--- config.mk ---
export PLATFORM = sky130hd
export DESIGN_NAME = sub_flag_stage
export DESIGN_NICKNAME = d
export VERILOG_FILES = /design/src/rtl/sub_flag_pkg.sv /design/src/rtl/sub_flag_calc.sv /design/src/rtl/sub_flag_stage.sv
export SDC_FILE = /design/constraint.sdc
export NUM_CORES = 1
export LEC_CHECK = 0
export CORE_UTILIZATION = 39
export DETAILED_ROUTE_END_ITERATION = 8
export GPL_TIMING_DRIVEN = 0
export PLACE_DENSITY = 0.87
export SETUP_SLACK_MARGIN = 0.15
export SLEW_MARGIN = 5
export SYNTH_ARGS = -nofsm -noshare
export SYNTH_HDL_FRONTEND = slang
export SYNTH_HIERARCHICAL = 1
export SYNTH_SLANG_ARGS = --single-unit
--- constraint.sdc ---
create_clock -name clk -period 1.6 [get_ports clk]
set_input_delay 0.32 -clock clk [delete_from_list [all_inputs] [get_ports clk]]
set_output_delay 0.32 -clock clk [all_outputs]
set_load 0.01 [all_outputs]
--- src/rtl/sub_flag_pkg.sv ---
// Shared constants and types for the subtractor result/flag stage.
package sub_flag_pkg;

  localparam int FLAGS_W = 4;
  localparam int FLAG_N  = 3;
  localparam int FLAG_Z  = 2;
  localparam int FLAG_C  = 1;
  localparam int FLAG_V  = 0;

  typedef enum logic [1:0] {
    EMPTY = 2'd0,
    HALF  = 2'd1,
    FULL  = 2'd2
  } state_e;

endpackage

--- src/rtl/sub_flag_calc.sv ---
// Combinational N/Z/C/V derivation for a - b computed with c_in tied to 1.
module sub_flag_calc
  import sub_flag_pkg::*;
#(
  parameter int N = 32
) (
  input  logic [N-1:0]       i_a,
  input  logic [N-1:0]       i_b,
  input  logic [N-1:0]       i_diff,
  input  logic               i_cout,
  output logic [FLAGS_W-1:0] o_flags
);

  // Only the sign bits of the operands matter; full buses keep the interface reusable.
  logic w_unused_bits;
  assign w_unused_bits = ^{i_a[N-2:0], i_b[N-2:0]};

  // Flag vector from operand signs, difference and carry-out.
  always_comb begin
    o_flags         = {FLAGS_W{1'b0}};
    o_flags[FLAG_N] = i_diff[N-1];
    o_flags[FLAG_Z] = (i_diff == {N{1'b0}});
    o_flags[FLAG_C] = i_cout;
    o_flags[FLAG_V] = (i_a[N-1] != i_b[N-1]) && (i_diff[N-1] != i_a[N-1]);
  end

endmodule

--- src/rtl/sub_flag_stage.sv ---
// Registered result/flag stage with a 2-entry skid buffer behind the subtractor.
// Optional sticky overflow flag when SUB_FLAG_STICKY_V_EN is defined.
module sub_flag_stage
  import sub_flag_pkg::*;
#(
  parameter int N = 32
) (
  input  logic               clk,
  input  logic               rst_n,
  input  logic               in_valid,
  output logic               in_ready,
  input  logic [N-1:0]       in_a,
  input  logic [N-1:0]       in_b,
  input  logic [N-1:0]       in_diff,
  input  logic               in_cout,
  output logic               out_valid,
  input  logic               out_ready,
  output logic [N-1:0]       out_diff,
  output logic [FLAGS_W-1:0] out_flags
`ifdef SUB_FLAG_STICKY_V_EN
  ,
  input  logic               sticky_clr,
  output logic               sticky_v
`endif
);

  localparam int ENT_W = N + FLAGS_W;

  logic [FLAGS_W-1:0] w_flags;
  logic [ENT_W-1:0]   w_entry;
  logic               w_push;
  logic               w_pop;
  state_e             w_next_state;

  state_e             r_state;
  logic               r_in_ready;
  logic               r_out_valid;
  logic [ENT_W-1:0]   r_head;
  logic [ENT_W-1:0]   r_skid;

  sub_flag_calc #(.N(N)) u_calc (
    .i_a     (in_a),
    .i_b     (in_b),
    .i_diff  (in_diff),
    .i_cout  (in_cout),
    .o_flags (w_flags)
  );

  assign w_entry   = {in_diff, w_flags};
  assign w_push    = in_valid & r_in_ready;
  assign w_pop     = r_out_valid & out_ready;

  assign in_ready  = r_in_ready;
  assign out_valid = r_out_valid;
  assign out_diff  = r_head[ENT_W-1:FLAGS_W];
  assign out_flags = r_head[FLAGS_W-1:0];

  // Next occupancy state from this cycle's push/pop.
  always_comb begin
    w_next_state = r_state;
    case (r_state)
      EMPTY: begin
        if (w_push) w_next_state = HALF;
        else        w_next_state = EMPTY;
      end
      HALF: begin
        if (w_push && !w_pop)      w_next_state = FULL;
        else if (w_pop && !w_push) w_next_state = EMPTY;
        else                       w_next_state = HALF;
      end
      FULL: begin
        if (w_pop) w_next_state = HALF;
        else       w_next_state = FULL;
      end
      default: w_next_state = EMPTY;
    endcase
  end

  // Skid FSM: state, registered handshakes and the two storage entries.
  always_ff @(posedge clk or negedge rst_n) begin
    if (!rst_n) begin
      r_state     <= EMPTY;
      r_in_ready  <= 1'b0;
      r_out_valid <= 1'b0;
      r_head      <= {ENT_W{1'b0}};
      r_skid      <= {ENT_W{1'b0}};
    end else begin
      r_state     <= w_next_state;
      r_in_ready  <= (w_next_state != FULL);
      r_out_valid <= (w_next_state != EMPTY);
      case (r_state)
        EMPTY: begin
          if (w_push) r_head <= w_entry;
        end
        HALF: begin
          if (w_push && w_pop) r_head <= w_entry;
          else if (w_push)     r_skid <= w_entry;
        end
        FULL: begin
          if (w_pop) r_head <= r_skid;
        end
        default: begin
          r_head <= {ENT_W{1'b0}};
          r_skid <= {ENT_W{1'b0}};
        end
      endcase
    end
  end

`ifdef SUB_FLAG_STICKY_V_EN
  logic r_sticky_v;
  assign sticky_v = r_sticky_v;

  // Sticky overflow: set by any popped V=1 result, clear takes priority.
  always_ff @(posedge clk or negedge rst_n) begin
    if (!rst_n) begin
      r_sticky_v <= 1'b0;
    end else if (sticky_clr) begin
      r_sticky_v <= 1'b0;
    end else if (w_pop && r_head[FLAG_V]) begin
      r_sticky_v <= 1'b1;
    end
  end
`endif

endmodule

==> summary.md <==
| Metric | Value |
|---|---|
| Cells on worst reg2reg path | `6` |
| Detailed-route via count | `2874` |
| TritonRoute pass-1 iters | `4` |
| Dpl hpwl | `5700 um` |
| Layout cells sized above 1 | `0.279` |
| Synth area leader | `dfrtp_1` |
| Maximum clock rate | `around 610 MHz` |
| Initial antenna violation count | `0` |
| All-layer global routing usage | `0.215` |
| Critical path's largest stage delay | `0.39 ns` |
| Starting Density | `0.410` |
| Die width | `95.6 um` |
| Post-synthesis average cell area | `11.1 um2` |
| Setup repair after global routing missed its margin | `yes` |
| Die ar. | `approximately 9100 um2` |
| Worst-path fanout max | `5` |
| Final Slew Violations | `0` |
| DRT iter0 DRCs | `186` |
| CP startpoint kind | `register` |
| Crit path arrival time | `1.88 ns` |
| CP Class | `register to register` |
| Reg2reg start | `out_valid` |
| Status | `finished, violations left` |
| Power density over cell area | `2000 nW/um2` |
| Port bufs | `75` |
| Fin. Hold Viols | `0` |
| # IOs | `139` |
| Failing checks | `setup timing` |
| Nets in the synthesized netlist | `just over 400` |
| Clock Pin Slew Worst Setup and Hold Paths | `0.09 ns` |
| Worst Hold Endpoint | `r_skid[1]` |
| Top-area cell type share of the netlist area | `0.557` |
| Setup slack, reg-to-reg | `-0.05 ns` |
| Count of cell types in the netlist | `26` |
| Synth area leaders | `dfrtp_1, mux2_2, a22o_1, o21ai_0, nand2_1` |
| Leak pwr | `2.62 nW` |
| Placer congestion estimate | `0.772` |
| YS warnings | `6` |
| CP Cell Sequence | `nand2_4, a21oi_4, a2bb2oi_4, buf_6, clkbuf_16, mux2_4` |
| Layout area overhead | `48.3%` |
| CTS root buffer | `clkbuf_8` |
| Flops & latches, synth | `between 70 and 80` |
| Post-synthesis sequential area ratio | `0.557` |
| Power Total | `about 10 mW` |
| First-pass GRT wire length | `14600 um` |
| Critical path capture point type | `register` |
| CORE AREA | `8340 um2` |
| Worst slew margin relative to its limit | `0.659` |
| WP buf/inv | `2` |
| Slowest CP cell | `dfrtp_2` |
| GRT overflow | `0` |
| Clock Path Buffers | `2` |
| Clock skew | `0.0109 ns` |
| Gate Count Post-Synth | `roughly 310` |
| Drt wl/cell | `17.9 um` |
| Routed wire length | `about 9500 um` |
| Mapped Area | `3420 um2` |
| Row cnt | `33` |
| # diodes | `0` |
| Final setup fails | `31` |
| Setup TNS | `-0.886 ns` |
| Max-cap violation count | `0` |
| CTS sink cnt | `76` |
| Later-pin clock latency in the skew report | `roughly 0.35 ns` |
| Worst hold path startpoint | `in_cout` |
| Final Critical Period | `1.65 ns` |
| Number of global-route vias before repair | `2915` |
| Cts bufs inserted | `9` |
| Tcrit/Tclk final | `1.03` |
| Nets | `about 520` |
| Antenna Nets Post-Route | `0` |
| H-tree Lvls | `3` |
| Largest net degree at the start of global routing | `40` |
| Residual DRC count | `0` |
| Worst slew pin tran | `0.512 ns` |
| WHS Path Cells | `2` |
| Worst VDD drop | `0.792 mV` |
| Reg-to-reg endpoint | `r_head[6]` |
| Fillers | `654` |
| Largest delay share family, worst path | `compound AO/OA/AOI/OAI gates` |
| Fin worst setup slack | `-0.0502 ns` |
| Class of the tightest hold or removal check | `input pin to register` |
| DIE HEIGHT | `95.6 um` |
| Crit path required time | `1.83 ns` |
| Vias/cell | `roughly 5.4` |
| CTS tree | `yes` |
-- layout by cell type (no fill, tap or decap), types with 13 or more instances in the layout --
master          synthesis  layout
dlygate4sd2_1           0      51
nand2_1                40      38
inv_1                  36      36
mux2_4                  0      28
a22o_1                 36      36
clkbuf_8                0      13
dlymetal6s2s_1          0      19
o21ai_0                37      36
dfrtp_1                76      74
buf_4                   3      22
-- per-layer routing --
| metal | track usage | routed length (um) | up-vias |
|---|---|---|---|
| met2 | 0.365 | 4680 | 128 |
| met1 | 0.274 | 4040 | 1438 |
| met3 | 0.0383 | 574 | 23 |
| li1 | - | - | 1285 |
| met4 | 0.0784 | 220 | 0 |
| met5 | 0 | 0 | - |
-- what timing repair did --
action                                  in CTS  in global routing
gates resized for setup                    109                 59
pin swaps                                   12                 14
hold buffers                                 1                  0
endpoints found under the setup margin     113                 72
buffers inserted                            13                  7
cloned                                       3                  1
endpoints found under the hold margin       37                  0
-- registers in the layout, summed over array words and instances (netlist names) --
| signal | flops |
|---|---|
| in_ready | 1 |
| out_valid | 1 |
| r_head | 36 |
| r_skid | 36 |
| r_state | 2 |
-- worst reg2reg max path, cell delays in order, from the launching register on --
cell	delay (ns)
dfrtp_2	0.39
nand2_4	0.08
a21oi_4	0.21
a2bb2oi_4	0.23
buf_6	0.17
clkbuf_16	0.15
mux2_4	0.30
-- worst max-delay path by stage --
| stage | startpoint | endpoint | cells after the start |
|---|---|---|---|
| 2_1_floorplan | out_valid | r_head[22] | 5 |
| 3_3_place_gp | rst_n | r_head[10] | 1 |
| 3_5_place_dp | out_ready | r_head[13] | 6 |
| 4_1_cts | r_state[1] | r_head[9] | 6 |
| 5_1_grt | out_valid | r_head[6] | 6 |
| 6_report | out_valid | r_head[6] | 6 |
-- cells by family (layout without fill, tap and decap cells) --
logic type	count (synthesis)	count (layout)	share of synthesized area
multiplexers	37	37	0.122
AND/OR/NAND/NOR	57	57	0.0773
AO/OA/AOI/OAI	82	82	0.169
flip-flops	76	76	0.557
buffers and inverters	57	174	0.0755
-- metrics by stage --
step | setup slack, ns | utilization | cell area, um2 | instances | hold WS, ns
4_1_cts | -0.0107 | 0.579 | 4830 | 523 | 0.209
3_5_place_dp | -0.630 | 0.518 | 4320 | 490 | 0.327
2_1_floorplan | -0.0257 | - | 3420 | 309 | 0.0244
3_3_place_gp | -2.30 | 0.516 | 4300 | 489 | 0.467
6_report | -0.0502 | 0.607 | 5070 | 531 | 0.214
5_1_grt | -0.0862 | 0.607 | 5070 | 531 | 0.203
-- cell usage after synthesis --
master,count
a21o_1,1
a21oi_1,3
a21oi_2,1
a22o_1,36
a2bb2oi_4,1
a31oi_1,1
and2b_4,1
buf_2,8
buf_4,3
buf_6,3
clkbuf_1,7
dfrtp_1,76
inv_1,36
mux2_1,4
mux2_2,33
nand2_1,40
nand2_2,1
nand4_1,2
nor2_1,3
nor3_1,1
nor4_1,6
nor4_2,2
o21ai_0,37
o21ai_1,1
o22ai_1,1
or2_2,1
-- where the power goes --
part | internal [mW] | total, mW | switching, mW
Combinational | 2.96 | 5.14 | 2.18
Sequential | 2.88 | 3.39 | 0.517
Clock | 0.890 | 1.60 | 0.708
Total | 6.73 | 10.1 | 3.40
-- final cells by class --
type                    count  area, um2  share of cell area
repair buffers            101       1010               0.200
plain buffers              21        193              0.0380
flip-flops and latches     76       1900               0.376
well taps                 105        131              0.0259
clock inverters             3       42.5             0.00840
inverters                  36        135              0.0267
multi-input cells         176       1470               0.289
clock buffers              13        179              0.0353
No activity file was read; power rests on OpenSTA's default activity.
